`src/rtl/maze_move_ctrl.sv`:
```
// Move sequencer for the 5x5 maze game.
// Owns the player position and handles walls, penalties, goal and the move count.
module maze_move_ctrl #(
  parameter logic [24:0] WALL_MAP   = 25'h130694A,
  parameter int          GOAL_ROW   = 1,
  parameter int          GOAL_COL   = 2,
  parameter int          HIT_CYCLES = 4,
  parameter int          CNT_W      = 8
) (
  input  logic             clk,
  input  logic             reset_n,
  input  logic             restart,
  input  logic             btn_up,
  input  logic             btn_down,
  input  logic             btn_left,
  input  logic             btn_right,
  output logic [2:0]       col,
  output logic [2:0]       row,
  output logic             hit,
  output logic             accept,
  output logic [CNT_W-1:0] move_cnt,
  output logic [1:0]       state
);

  localparam int TW = (HIT_CYCLES > 1) ? $clog2(HIT_CYCLES) : 1;

  typedef enum logic [1:0] {
    S_IDLE = 2'd0,
    S_PLAY = 2'd1,
    S_HIT  = 2'd2,
    S_WIN  = 2'd3
  } state_t;

  state_t           r_state;
  logic [2:0]       r_col;
  logic [2:0]       r_row;
  logic             r_hit;
  logic             r_accept;
  logic [CNT_W-1:0] r_cnt;
  logic [TW-1:0]    r_timer;
  logic [3:0]       r_hist;

  logic [3:0]       w_btn;
  logic [3:0]       w_press;
  logic             w_go;
  logic [2:0]       w_tcol;
  logic [2:0]       w_trow;
  logic [4:0]       w_idx;
  logic             w_wall;
  logic             w_goal;
  logic [CNT_W-1:0] w_cnt_inc;

  assign w_btn   = {btn_up, btn_down, btn_left, btn_right};
  assign w_press = w_btn & ~r_hist;

  // Fixed priority up > down > left > right; w_go drops for off-grid targets.
  always_comb begin
    w_go   = 1'b0;
    w_tcol = r_col;
    w_trow = r_row;
    if (w_press[3]) begin
      w_go   = (r_row != 3'd0);
      w_trow = r_row - 3'd1;
    end else if (w_press[2]) begin
      w_go   = (r_row != 3'd4);
      w_trow = r_row + 3'd1;
    end else if (w_press[1]) begin
      w_go   = (r_col != 3'd0);
      w_tcol = r_col - 3'd1;
    end else if (w_press[0]) begin
      w_go   = (r_col != 3'd4);
      w_tcol = r_col + 3'd1;
    end
  end

  assign w_idx  = 5'(w_trow) * 5'd5 + 5'(w_tcol);
  assign w_wall = (w_idx < 5'd25) && WALL_MAP[w_idx];
  assign w_goal = (w_trow == 3'(GOAL_ROW)) && (w_tcol == 3'(GOAL_COL));

  assign w_cnt_inc = (r_cnt == {CNT_W{1'b1}}) ? r_cnt : r_cnt + CNT_W'(1);

  always_ff @(posedge clk or negedge reset_n) begin
    if (!reset_n) begin
      r_state  <= S_IDLE;
      r_col    <= 3'd0;
      r_row    <= 3'd0;
      r_hit    <= 1'b0;
      r_accept <= 1'b0;
      r_cnt    <= '0;
      r_timer  <= '0;
      r_hist   <= 4'd0;
    end else begin
      r_hist <= w_btn;
      if (restart) begin
        r_state  <= S_PLAY;
        r_col    <= 3'd0;
        r_row    <= 3'd0;
        r_hit    <= 1'b0;
        r_accept <= 1'b0;
        r_cnt    <= '0;
        r_timer  <= '0;
      end else begin
        unique case (r_state)
          S_PLAY: begin
            if (w_go) begin
              r_cnt <= w_cnt_inc;
              if (w_goal) begin
                r_col    <= w_tcol;
                r_row    <= w_trow;
                r_accept <= 1'b1;
                r_state  <= S_WIN;
              end else if (w_wall) begin
                r_col   <= 3'd0;
                r_row   <= 3'd0;
                r_hit   <= 1'b1;
                r_timer <= TW'(HIT_CYCLES - 1);
                r_state <= S_HIT;
              end else begin
                r_col <= w_tcol;
                r_row <= w_trow;
              end
            end
          end
          S_HIT: begin
            if (r_timer == '0) begin
              r_hit   <= 1'b0;
              r_state <= S_PLAY;
            end else begin
              r_timer <= r_timer - TW'(1);
            end
          end
          S_WIN: begin
            r_accept <= 1'b1;
          end
          default: begin
          end
        endcase
      end
    end
  end

  assign col      = r_col;
  assign row      = r_row;
  assign hit      = r_hit;
  assign accept   = r_accept;
  assign move_cnt = r_cnt;
  assign state    = r_state;

endmodule
```
`config.mk`:
```
export PLATFORM = sky130hd
export DESIGN_NAME = maze_move_ctrl
export DESIGN_NICKNAME = d
export VERILOG_FILES = /design/src/rtl/maze_move_ctrl.sv
export SDC_FILE = /design/constraint.sdc
export NUM_CORES = 1
export LEC_CHECK = 0
export BUFFER_PORTS_ARGS = -buffer_cell sky130_fd_sc_hd__buf_4
export CAP_MARGIN = 40
export CORE_MARGIN = 1
export CORE_UTILIZATION = 50
export DETAILED_ROUTE_END_ITERATION = 12
export PLACE_DENSITY = 0.76
export SLEW_MARGIN = 20
export SYNTH_ARGS = -nofsm -noshare
export SYNTH_HDL_FRONTEND = slang
export SYNTH_SLANG_ARGS = --single-unit
```
`constraint.sdc`:
```
create_clock -name clk -period 3.8 [get_ports clk]
set_input_delay 0.76 -clock clk [delete_from_list [all_inputs] [get_ports clk]]
set_output_delay 0.76 -clock clk [all_outputs]
set_load 0.03 [all_outputs]
```
==> flow_summary.json <==
{
  "rsz0062_at_grt": "yes",
  "cts.hold.buffers_added": 0,
  "synth.area.top_cells": "dfrtp_1 31%, ha_1 11%, nor2_1 5.1%",
  "cts-buffers-inserted": 3,
  "fmax_ghz": 0.271,
  "worst-endpoint-arrival_ps": 3850,
  "path_class": "input port to register",
  "syn_area_um2": 1920,
  "first_iter_violations": 108,
  "switching_share_pct": 44.6,
  "drive_gt1_share_pct": 31.3,
  "die_h_um": 64.0,
  "outcome": "completed",
  "yosys-top-cells-count": "26 x nor2_1, 24 x dfrtp_1, 17 x ha_1",
  "rows": 22,
  "async_flop_share_pct": 100,
  "tritoncts": "built",
  "worst_pin_slew_ps": 621,
  "grt_pass1_vias": 1567,
  "antenna_left": 0,
  "worstPathMaxFanout": 3,
  "synth_top_area_cell": "dfrtp_1",
  "drc": 0,
  "wire_per_inst_um": 14.2,
  "share_comb_of_total_power_pct": 71.9,
  "antenna_cells": 0,
  "pin_count": 25,
  "hold_ws_ps": 381,
  "muxShareOfSynthArea_pct": 5.35,
  "critical_path_required_ps": 3960,
  "fin_skew_ps": 12.3,
  "cap_violations": 0,
  "hold_viol_final": 0,
  "syn_nets": 230,
  "grt_pass1_wl_um": 7310,
  "clkPwrFrac_pct": 9.1,
  "wl_um": 4230,
  "layout_min_cycle_time_ps": 3690,
  "setup_viol": 0,
  "hpwl_um": 3180,
  "io_buffers": 24,
  "p_sw_mw": 0.894,
  "dr.pass1.iters": 4,
  "yosysMostFrequentCell": "nor2_1",
  "viasPerCell": 5.47,
  "ys_warn_count": 0,
  "slew_violations": 0,
  "stdcell_count": 297,
  "antenna_found_initial": 0,
  "syn_avg_cell_area_um2": 9.36,
  "yosys_most_used_dff": "dfrtp_1",
  "dp_cells": 291,
  "fill_cells": 312,
  "cts_root_buffer": "clkbuf_8",
  "ys_ff_latch": 24,
  "cts_max_path_buffers": 2,
  "ys_seq_area_share_pct": 31.3,
  "synth_compound_area_share_pct": 15.1,
  "yosys.area_share.simple_pct": 22.5,
  "die_x_um": 64.0,
  "finalCritPeriodShare_pct": 97.1,
  "yosysUniqueCellTypes": 57,
  "synth-edff-count": 0,
  "clk_pin_slew_ps": 100,
  "core_area_um2": 3660,
  "p_per_area_nw_per_um2": 821,
  "p_leak_nw": 1.12,
  "htree_levels": 1,
  "clkLatencyLatePin_ps": 280,
  "peakVddDrop_v": 0.000533,
  "start_util_pct": 52.4,
  "p_seq_share_pct": 19.0,
  "grt_max_degree": 25,
  "r2r_cells": 15,
  "synth_xor_area_share_pct": 9.06,
  "clock_sinks": 24,
  "hold_path_class": "input port to asynchronous set/reset pin",
  "synth_top_family_by_area": "simple AND/OR/NAND/NOR gates",
  "overflow": 0,
  "nets": 275,
  "vias": 1625,
  "area_growth_pct": 27.2,
  "endpoint_kind": "register",
  "intPower_mw": 1.11,
  "worstSetupStartpointType": "input port",
  "synthCells": 205,
  "synth_top_cell_area_share_pct": 31.3,
  "die_area_um2": 4090,
  "relSlewSlack_pct": 58.5,
  "synthAdderAreaFrac_pct": 12.1,
  "grt_usage_pct": 22.7,
  "place.gp.congestion": 0.851
}
## kinds of logic after synthesis
group                    Yosys count
AO/OA/AOI/OAI                     43
XOR/XNOR                          16
adder cells (fa/ha/maj)           18
buffers and inverters             19
flip-flops                        24
multiplexers                       8
AND/OR/NAND/NOR                   77
## final cells by class
cell class                 instances  area (µm²)  area share (%)
tap                               48        60.1            2.46
timing repair buffer              47         357            14.6
multi-input combinational        162        1320            54.2
inverter                          12        45.0            1.85
clock buffer                       4        55.1            2.26
sequential                        24         601            24.6
## cells in the final DEF (no fill, tap or decap), types with 2 or more instances in the layout
cell type	instances
buf_4	46
nor2_1	25
dfrtp_1	24
ha_1	13
nand2_1	12
inv_1	11
xnor2_1	9
a21oi_1	8
nand2b_1	5
o21ai_0	5
mux2i_1	4
nor2b_1	4
nor3_1	4
o211ai_1	4
clkbuf_8	4
xor2_1	3
nand4_1	3
nor3b_1	3
a22o_1	3
o21ai_1	3
ha_4	3
a21oi_2	2
a21o_1	2
a31oi_1	2
a31o_1	2
nand3b_1	2
o21a_1	2
nand3_1	2
nor4_1	2
a221o_1	2
o31ai_1	2
nor4b_2	2
## repair_timing
item	in CTS	in global routing
gates resized for setup	0	8
setup buffers	0	2
setup endpoints to repair	0	8
## critical path: stages
cell     delay [ps]
buf_4           110
buf_4           120
and3b_1         190
mux2i_4         190
xor2_2          200
inv_2            70
ha_4            270
ha_4            200
ha_4            230
a21o_1          180
a21oi_4         180
xnor2_4         140
xnor2_2         160
mux2_4          330
a221o_1         300
a22o_1          210
## metal layers
layer / share of wire [%] / global-route usage (%)
met2: 46 / 35.0
met1: 51 / 33.6
met5: 0 / 0
met3: 2.5 / 1.96
met4: 0.73 / 6.53
## flip-flops by register name, summed over array words and instances (netlist names)
signal	flops
hit	1
state	2
row	3
r_hist	4
move_cnt	8
col	3
accept	1
r_timer	2
## power groups by stage
stage / logic (mW) / registers (mW) / clock network (mW)
final: 1.44 / 0.381 / 0.182
after CTS: 1.37 / 0.380 / 0.184
after global placement: 1.32 / 0.383 / 0
after detailed placement: 1.37 / 0.385 / 0
after global routing: 1.58 / 0.389 / 0.196
after floorplan: 0.878 / 0.462 / 0
## metrics by stage
stage          power, mW  setup WS (ps)  TNS, ps  cell area [µm²]  utilization, %
2_1_floorplan       1.34         -0.828   -0.828             1980               -
3_3_place_gp        1.70           -148     -876             2330            63.8
3_5_place_dp        1.75           -232    -1650             2330            63.8
4_1_cts             1.94           49.1        0             2390            65.3
5_1_grt             2.16          -51.5    -97.5             2440            66.7
6_report            2.00            109        0             2440            66.7
## path summary, 6_finish.rpt
path / from / to / slack [ps]
worst min register to register: accept$_DFFE_PN0P_ / accept$_DFFE_PN0P_ / 520
worst min-delay path: reset_n / row[0]$_DFFE_PN0P_ / 380
worst max-delay path: btn_down / r_timer[1]$_DFFE_PN0P_ / 110
max in group asynchronous: reset_n / move_cnt[0]$_DFFE_PN0P_ / 3150
worst max register to register: row[1]$_DFFE_PN0P_ / r_timer[1]$_DFFE_PN0P_ / 180
min in group clk: accept$_DFFE_PN0P_ / accept$_DFFE_PN0P_ / 520
No activity file was read; power rests on OpenSTA's default activity.
